## src/rtl/ib_lut_pkg.sv

```systemverilog
// Shared constants and FSM state type for the IB-LUT write-burst scheduler.
package ib_lut_pkg;

  localparam int unsigned NUM_REQ  = 4;
  localparam int unsigned PAGE_NUM = 15;
  localparam int unsigned CNT_W    = 5;
  localparam int unsigned SEL_W    = 2;

  typedef enum logic [1:0] {
    IDLE  = 2'd0,
    LOAD  = 2'd1,
    DRAIN = 2'd2
  } state_t;

endpackage

```

## src/rtl/ib_req_arbiter.sv

```systemverilog
// Combinational winner select for the write scheduler.
// IB_WR_SCHED_RR_EN selects round-robin from i_rr_ptr; otherwise lowest index wins.
module ib_req_arbiter #(
  parameter int unsigned NUM_REQ = ib_lut_pkg::NUM_REQ,
  parameter int unsigned SEL_W   = ib_lut_pkg::SEL_W
) (
  input  logic [NUM_REQ-1:0] i_req,
`ifdef IB_WR_SCHED_RR_EN
  input  logic [SEL_W-1:0]   i_rr_ptr,
`endif
  output logic [SEL_W-1:0]   o_win,
  output logic               o_valid
);
  import ib_lut_pkg::*;

`ifdef IB_WR_SCHED_RR_EN
  logic [SEL_W-1:0] w_idx;

  always_comb begin
    o_win   = '0;
    o_valid = 1'b0;
    w_idx   = '0;
    for (int unsigned i = 0; i < NUM_REQ; i++) begin
      w_idx = SEL_W'((32'(i_rr_ptr) + i) % NUM_REQ);
      if (!o_valid && i_req[w_idx]) begin
        o_valid = 1'b1;
        o_win   = w_idx;
      end
    end
  end
`else
  // Scan from the top so the lowest set index is the last one written.
  always_comb begin
    o_win   = '0;
    o_valid = 1'b0;
    for (int unsigned i = NUM_REQ; i > 0; i--) begin
      if (i_req[SEL_W'(i - 1)]) begin
        o_valid = 1'b1;
        o_win   = SEL_W'(i - 1);
      end
    end
  end
`endif

endmodule

```

## src/rtl/ib_lut_wr_sched.sv

```systemverilog
// Write-burst scheduler for the four IB-LUT page RAMs: one PAGE_NUM-cycle burst per grant.
// Build option IB_WR_SCHED_RR_EN enables round-robin arbitration (default: fixed priority).
module ib_lut_wr_sched #(
  parameter int unsigned NUM_REQ  = ib_lut_pkg::NUM_REQ,
  parameter int unsigned PAGE_NUM = ib_lut_pkg::PAGE_NUM,
  parameter int unsigned CNT_W    = ib_lut_pkg::CNT_W,
  parameter int unsigned SEL_W    = ib_lut_pkg::SEL_W
) (
  input  logic               ram_clk,
  input  logic               rstn,
  input  logic [NUM_REQ-1:0] req,
  output logic [NUM_REQ-1:0] gnt,
  output logic [NUM_REQ-1:0] done,
  output logic               en,
  output logic [SEL_W-1:0]   ram_sel,
  output logic               busy,
  output logic [CNT_W-1:0]   page_cnt
);
  import ib_lut_pkg::*;

  localparam logic [NUM_REQ-1:0] ONE_HOT0 = NUM_REQ'(1);
  localparam logic [CNT_W-1:0]   CNT_LAST = CNT_W'(PAGE_NUM - 1);

  state_t             r_state;
  logic [NUM_REQ-1:0] r_gnt;
  logic [NUM_REQ-1:0] r_done;
  logic               r_en;
  logic [SEL_W-1:0]   r_ram_sel;
  logic               r_busy;
  logic [CNT_W-1:0]   r_page_cnt;

  logic [SEL_W-1:0]   w_win;
  logic               w_valid;

`ifdef IB_WR_SCHED_RR_EN
  logic [SEL_W-1:0]   r_rr_ptr;
  logic [SEL_W-1:0]   w_rr_next;

  assign w_rr_next = (w_win == SEL_W'(NUM_REQ - 1)) ? '0 : w_win + SEL_W'(1);
`endif

  ib_req_arbiter #(
    .NUM_REQ (NUM_REQ),
    .SEL_W   (SEL_W)
  ) u_arb (
    .i_req    (req),
`ifdef IB_WR_SCHED_RR_EN
    .i_rr_ptr (r_rr_ptr),
`endif
    .o_win    (w_win),
    .o_valid  (w_valid)
  );

  always_ff @(posedge ram_clk or negedge rstn) begin
    if (!rstn) begin
      r_state    <= IDLE;
      r_gnt      <= '0;
      r_done     <= '0;
      r_en       <= 1'b0;
      r_ram_sel  <= '0;
      r_busy     <= 1'b0;
      r_page_cnt <= '0;
`ifdef IB_WR_SCHED_RR_EN
      r_rr_ptr   <= '0;
`endif
    end else begin
      r_done <= '0;
      case (r_state)
        IDLE: begin
          if (w_valid) begin
            r_state    <= LOAD;
            r_gnt      <= ONE_HOT0 << w_win;
            r_ram_sel  <= w_win;
            r_en       <= 1'b1;
            r_busy     <= 1'b1;
            r_page_cnt <= '0;
`ifdef IB_WR_SCHED_RR_EN
            r_rr_ptr   <= w_rr_next;
`endif
          end
        end
        LOAD: begin
          // The done pulse lands in DRAIN while gnt/ram_sel are still held.
          if (r_page_cnt == CNT_LAST) begin
            r_state <= DRAIN;
            r_en    <= 1'b0;
            r_done  <= r_gnt;
          end else begin
            r_page_cnt <= r_page_cnt + CNT_W'(1);
          end
        end
        DRAIN: begin
          r_state    <= IDLE;
          r_gnt      <= '0;
          r_busy     <= 1'b0;
          r_page_cnt <= '0;
        end
        default: r_state <= IDLE;
      endcase
    end
  end

  assign gnt      = r_gnt;
  assign done     = r_done;
  assign en       = r_en;
  assign ram_sel  = r_ram_sel;
  assign busy     = r_busy;
  assign page_cnt = r_page_cnt;

endmodule
```

## config.mk

```make
export PLATFORM = sky130hd
export DESIGN_NAME = ib_lut_wr_sched
export DESIGN_NICKNAME = d
export VERILOG_FILES = /design/src/rtl/ib_lut_pkg.sv /design/src/rtl/ib_req_arbiter.sv /design/src/rtl/ib_lut_wr_sched.sv
export SDC_FILE = /design/constraint.sdc
export NUM_CORES = 1
export LEC_CHECK = 0
export BUFFER_PORTS_ARGS = -buffer_cell sky130_fd_sc_hd__buf_2
export CAP_MARGIN = 40
export CORE_ASPECT_RATIO = 0.75
export CORE_MARGIN = 3
export CORE_UTILIZATION = 35
export DETAILED_ROUTE_END_ITERATION = 8
export MAX_ROUTING_LAYER = met4
export PLACE_DENSITY_LB_ADDON = 0.08
export SYNTH_ARGS = -nofsm -noshare
export SYNTH_HDL_FRONTEND = slang
export SYNTH_SLANG_ARGS = --single-unit
```

## constraint.sdc

```tcl
create_clock -name ram_clk -period 3.65 [get_ports ram_clk]
set_input_delay 0.1825 -clock ram_clk [delete_from_list [all_inputs] [get_ports ram_clk]]
set_output_delay 0.1825 -clock ram_clk [all_outputs]
set_load 0.03 [all_outputs]
```

# [Word level (Yosys, flattened, before mapping)]
# Cells that the tools add are included.
[word_totals] regBits=19 ramBits=0 latchBits=0 n_memories=0 mem_bits_ro=0 inputBits=6 word_cells=46 out_inout_bits=17
[classes] n_addsub=1 bitwise_logic=0 n_reduce_logical=9 n_shift=1 n_div=0 n_mux=22 order_cmp=0 mul=0 eq_ne=6
[ops] op="case mux 5 bit (3 select lines)" n=1
[ops] op="two-way mux 2 bit" n=6
[ops] op="two-way mux 4 bit" n=3
[ops] op="two-way mux 5 bit" n=2
[ops] op="case mux 4 bit (2 select lines)" n=1
[ops] op="two-way mux 1 bit" n=6
[ops] op="AND reduction 2 bit" n=3
[ops] op="AND reduction 3 bit" n=2
[ops] op="adder 5 x 1 -> 5 bit, second input constant" n=1
[ops] op="== test 5 x 4 -> 1 bit, second input constant" n=1
[ops] op="inequality test 2 bit, second input constant" n=2
[ops] op="case mux 1 bit (2 select lines)" n=2
[ops] op="case mux 2 bit (2 select lines)" n=1
[ops] op="nonzero test 2 bit" n=2
[ops] op="left shift 1 x 2 -> 4 bit, first input constant" n=1
[ops] op="nonzero test 3 bit" n=1
[ops] op="== test 2 x 1 -> 1 bit, second input constant" n=1
[ops] op="== test 2 bit, second input constant" n=1
[ops] op="zero test 2 bit" n=1
[ops] op="inequality test 2 x 1 -> 1 bit, second input constant" n=1

# [Depth between registers and ports, before layout]
[logic_depth] word_depth=7 ltp_mapped=6 ltp_nobuf=5

# [By module]
# A second synthesis with hierarchy kept.
[unflattened] hier_cells=80 area_unflattened_um2=858.3
[by_module_without_submodules] mod="ib_lut_wr_sched" seq_area_each_um2=475.5 area_per_inst_um2=823.3 n_inst=1 cells_each=73
[by_module_without_submodules] mod="ib_req_arbiter" seq_area_each_um2=0.0 area_per_inst_um2=35.0 n_inst=1 cells_each=7

# [Worst setup path after synthesis]
# OpenSTA, ideal clock, no wires.
[synth_timing] path_kind="register to register" from="register r_page_cnt[0], in the netlist page_cnt[0]" to="register r_done[0], in the netlist done[0]" setup_ns=0.119 n_path_buf=1 arrival_ns=1.453 setup_slack_ns=2.078 synth_period_minus_slack_ns=1.572 required_ns=3.531 path_stages_with_launch=7 path_cell_list="dfrtp_1 > inv_1 > ha_1 > and4b_1 > buf_2 > and2b_1 > and2_1"
[synth_via] elab_chain_len=3
[synth_rtl] item="start: declaration" line_no="ib_lut_wr_sched.sv:30" rtl="logic [CNT_W-1:0] r_page_cnt;"
[synth_rtl] item="start signal: assignment" line_no="ib_lut_wr_sched.sv:89" rtl="r_page_cnt <= r_page_cnt + CNT_W'(1);"
[synth_rtl] item="== test 5 x 4 -> 1 bit" line_no="ib_lut_wr_sched.sv:84" rtl="if (r_page_cnt == CNT_LAST) begin"
[synth_rtl] item="two-way mux 4 bit" line_no="ib_lut_wr_sched.sv:84"
[synth_rtl] item="two-way mux 4 bit" line_no="ib_lut_wr_sched.sv:68" rtl="case (r_state)"
[synth_rtl] item="end signal: assignment" line_no="ib_lut_wr_sched.sv:87" rtl="r_done <= r_gnt;"
[synth_rtl] item="end: declaration" line_no="ib_lut_wr_sched.sv:26" rtl="logic [NUM_REQ-1:0] r_done;"
# Every way passes these cells.
# A chain may end at the register's enable or synchronous reset.

# [Worst setup path after layout]
# Same ends and word-level chain as after synthesis.

==> impl_metrics.py <==
metrics = {
    "outcome": {
        "outcome": "finished, final reports clean",
    },
    "min_path": {
        "hp-class": "primary input to flop",
        "hp-start": "req[2]",
    },
    "worst_setup_path": {
        "end_kind": "flop",
        "cp_max_fo": 9,
        "crit_required_ps": 3860,
        "path_cells": "inv_1 > ha_1 > and4b_1 > and2b_1 > and2_1",
        "cp_slowest_stage_delay_ps": 440,
        "reg2reg_from": "page_cnt[0]",
        "crit_path_top_delay_cell": "dfrtp_1",
        "crit_path_start_kind": "flop",
        "worstPathArrival_ps": 1660,
        "critPathTopFamily": "simple AND/OR/NAND/NOR gates",
        "cp_num_buf_inv": 1,
        "worstSetupStartpoint": "page_cnt[0]",
        "crit_type": "flop to flop",
    },
    "logic_synthesis": {
        "synth_flop_cell": "dfrtp_1",
        "synthMuxAreaShare": 0.0357,
        "synth_xor_area_frac": 0,
        "syn_avg_cell_area_sq_um": 10.9,
        "synthesis.instances": 84,
        "netlist_top_cells_count": "19 x dfrtp_1, 10 x o21ai_0, 5 x nand2b_1",
        "synth_area_leader_cell": "dfrtp_1",
        "ys_seq_area_frac": 0.521,
        "synth_top_area_frac": 0.521,
        "netlist_area_sq_um": 912,
        "yosysMostFrequentCell": "dfrtp_1",
        "synth_edf_count": 0,
        "synth_fp_nets": 92,
        "synthAdderAreaFrac": 0.0274,
        "synth_compound_area_frac": 0.169,
        "synth_cell_types": 33,
        "synth_top_family_by_area": "simple AND/OR/NAND/NOR gates",
        "synth-simple-area-share": 0.206,
        "ys_seq_elements": 19,
        "yosys-top-cells-area": "dfrtp_1 52%, o21ai_0 5.5%, nand2b_1 3.4%",
        "yosysWarnings": 0,
        "synth-async-reset-ratio": 1.00,
    },
    "clocking": {
        "cts_tree": "yes",
        "cts.clk_slew.worst_paths_ps": 110,
        "clkLatencyLatePin_ps": 300,
        "clockBufferDepth": 2,
        "cts.htree.levels": 1,
        "clock-sinks": 19,
        "numCtsBuffers": 3,
        "cts_resized": 0,
        "root_buffer": "clkbuf_4",
    },
    "final_layout": {
        "diodes": 0,
        "drive_above_1_share": 0.262,
        "final_cell_area_sq_mm": 0.00108,
        "fill_cells": 245,
        "area_delta_synth_final_pct": 18.4,
        "finalNetCount": 116,
    },
    "power": {
        "power_uw": 907,
        "p_per_area_mw_per_mm2": 840,
        "peakVddDrop_v": 0.000303,
        "p_leak_uw": 0.000534,
    },
    "placement": {
        "gp_congestion": 0.722,
        "place_area_sq_mm": 0.00104,
        "port_buffers": 22,
        "dp_hpwl_microns": 1320,
        "preCtsSetupSlack_ps": 2200,
    },
    "routing": {
        "drt-initial-drc-count": 15,
        "ant_nets": 0,
        "vias": 697,
        "routed_wl_microns": 1870,
        "post_drt_wl_per_cell_microns": 13.2,
        "vias_per_cell": 4.94,
        "drc_errors": 0,
        "drt_pass1_iterations": 4,
    },
    "die": {
        "core-area_sq_mm": 0.00238,
        "fp-row-count": 15,
        "start_util": 0.383,
        "die_area_sq_mm": 0.00326,
        "pin_count": 23,
        "die_w_microns": 64.9,
        "fp.dieH_microns": 50.2,
    },
    "grt": {
        "grt_pass1_vias": 668,
        "grt_max_degree": 20,
        "antenna_found_initial": 0,
        "grt_pass1_wl_microns": 3330,
        "grt_overflow": 0,
        "groute.usage.overall": 0.137,
    },
    "sta": {
        "tightestPinTransition_ps": 435,
        "min_period_ps": 1460,
        "final.setup.worst_slack_ps": 2190,
        "slew_headroom": 0.710,
        "hold_violations": 0,
        "setup_tns_ps": 0,
        "setup_viol": 0,
        "slew_violations": 0,
        "rsz0062_at_grt": "no",
        "fin_crit_sh": 0.399,
        "fmax_mhz": 687,
        "skew_ps": 2.61,
    },
    "job": {
        "cap_viol_max_count": 0,
    },
}
-- cell type report --
cell class                 count  area [sq um]  share of cell area
sequential                    19           475               0.440
inverter                       4          15.0              0.0139
clock inverter                 1          5.00             0.00463
multi-input combinational     57           399               0.370
tap                           34          42.5              0.0394
clock buffer                   3          22.5              0.0209
timing repair buffer          23           120               0.111
-- final timing paths --
kind	end	slack [ps]	cells after the start
max	done[0]	2190	5
min	gnt[2]	210	2
max reg2reg	done[0]	2190	5
min reg2reg	ram_sel[1]	500	1
max in group asynchronous	gnt[2]	3010	2
min in group asynchronous	page_cnt[2]	340	2
-- registers in the layout (all words and copies together) (netlist names) --
name and count:
r_state 2, done 4, busy 1, ram_sel 2
page_cnt 5, en 1, gnt 4
-- cell usage in the layout, fill, tap and decap left out, drive strengths merged, types with 2 or more instances in the layout --
| master | count |
|---|---|
| ha | 2 |
| and2 | 4 |
| buf | 22 |
| inv | 4 |
| o21ai | 10 |
| mux2 | 2 |
| a22oi | 2 |
| nor2 | 3 |
| clkbuf | 3 |
| nand2 | 3 |
| nand2b | 5 |
| a21oi | 4 |
| nor3 | 3 |
| o21bai | 2 |
| dfrtp | 19 |
-- layer usage --
metal	global-route usage	part of all wire
met1	0.209	0.48
met4	0.0211	0.0048
met2	0.178	0.45
met5	-	0
met3	0.0403	0.061
-- kinds of logic (layout without fill, tap and decap cells) --
kind of cell,Yosys count,count (layout)
mux,3,3
buf+inv,8,31
simple gates,28,28
flops,19,19
fa+ha+maj,2,2
compound gates,24,24
-- where the power goes --
group / leakage [uW] / internal (uW) / switching [uW]
combinational: 0.000280 / 157 / 271
clock: 0.0000177 / 40.9 / 67.6
sequential: 0.000236 / 285 / 84.5
total: 0.000534 / 483 / 423
-- worst register-to-register path, delay by kind of cell, from the launching register on --
family | cells | cell delay, ps
AND/OR/NAND/NOR | 3 | 670
adder cells (fa/ha/maj) | 1 | 180
buffers and inverters | 1 | 60
flip-flops | 1 | 440
-- timing repair --
action,in CTS,in global routing
buffers inserted,0,0
hold endpoints to repair,19,0
hold buffers,1,0
-- metrics by stage --
stage          cells  utilization  hold slack, ps
4_1_cts          141        0.453             207
3_3_place_gp     136        0.437             150
2_1_floorplan     84            -            -113
3_5_place_dp     136        0.437             150
5_1_grt          141        0.453             225
6_report         141        0.453             215
Power figures use the tool's default switching activity.
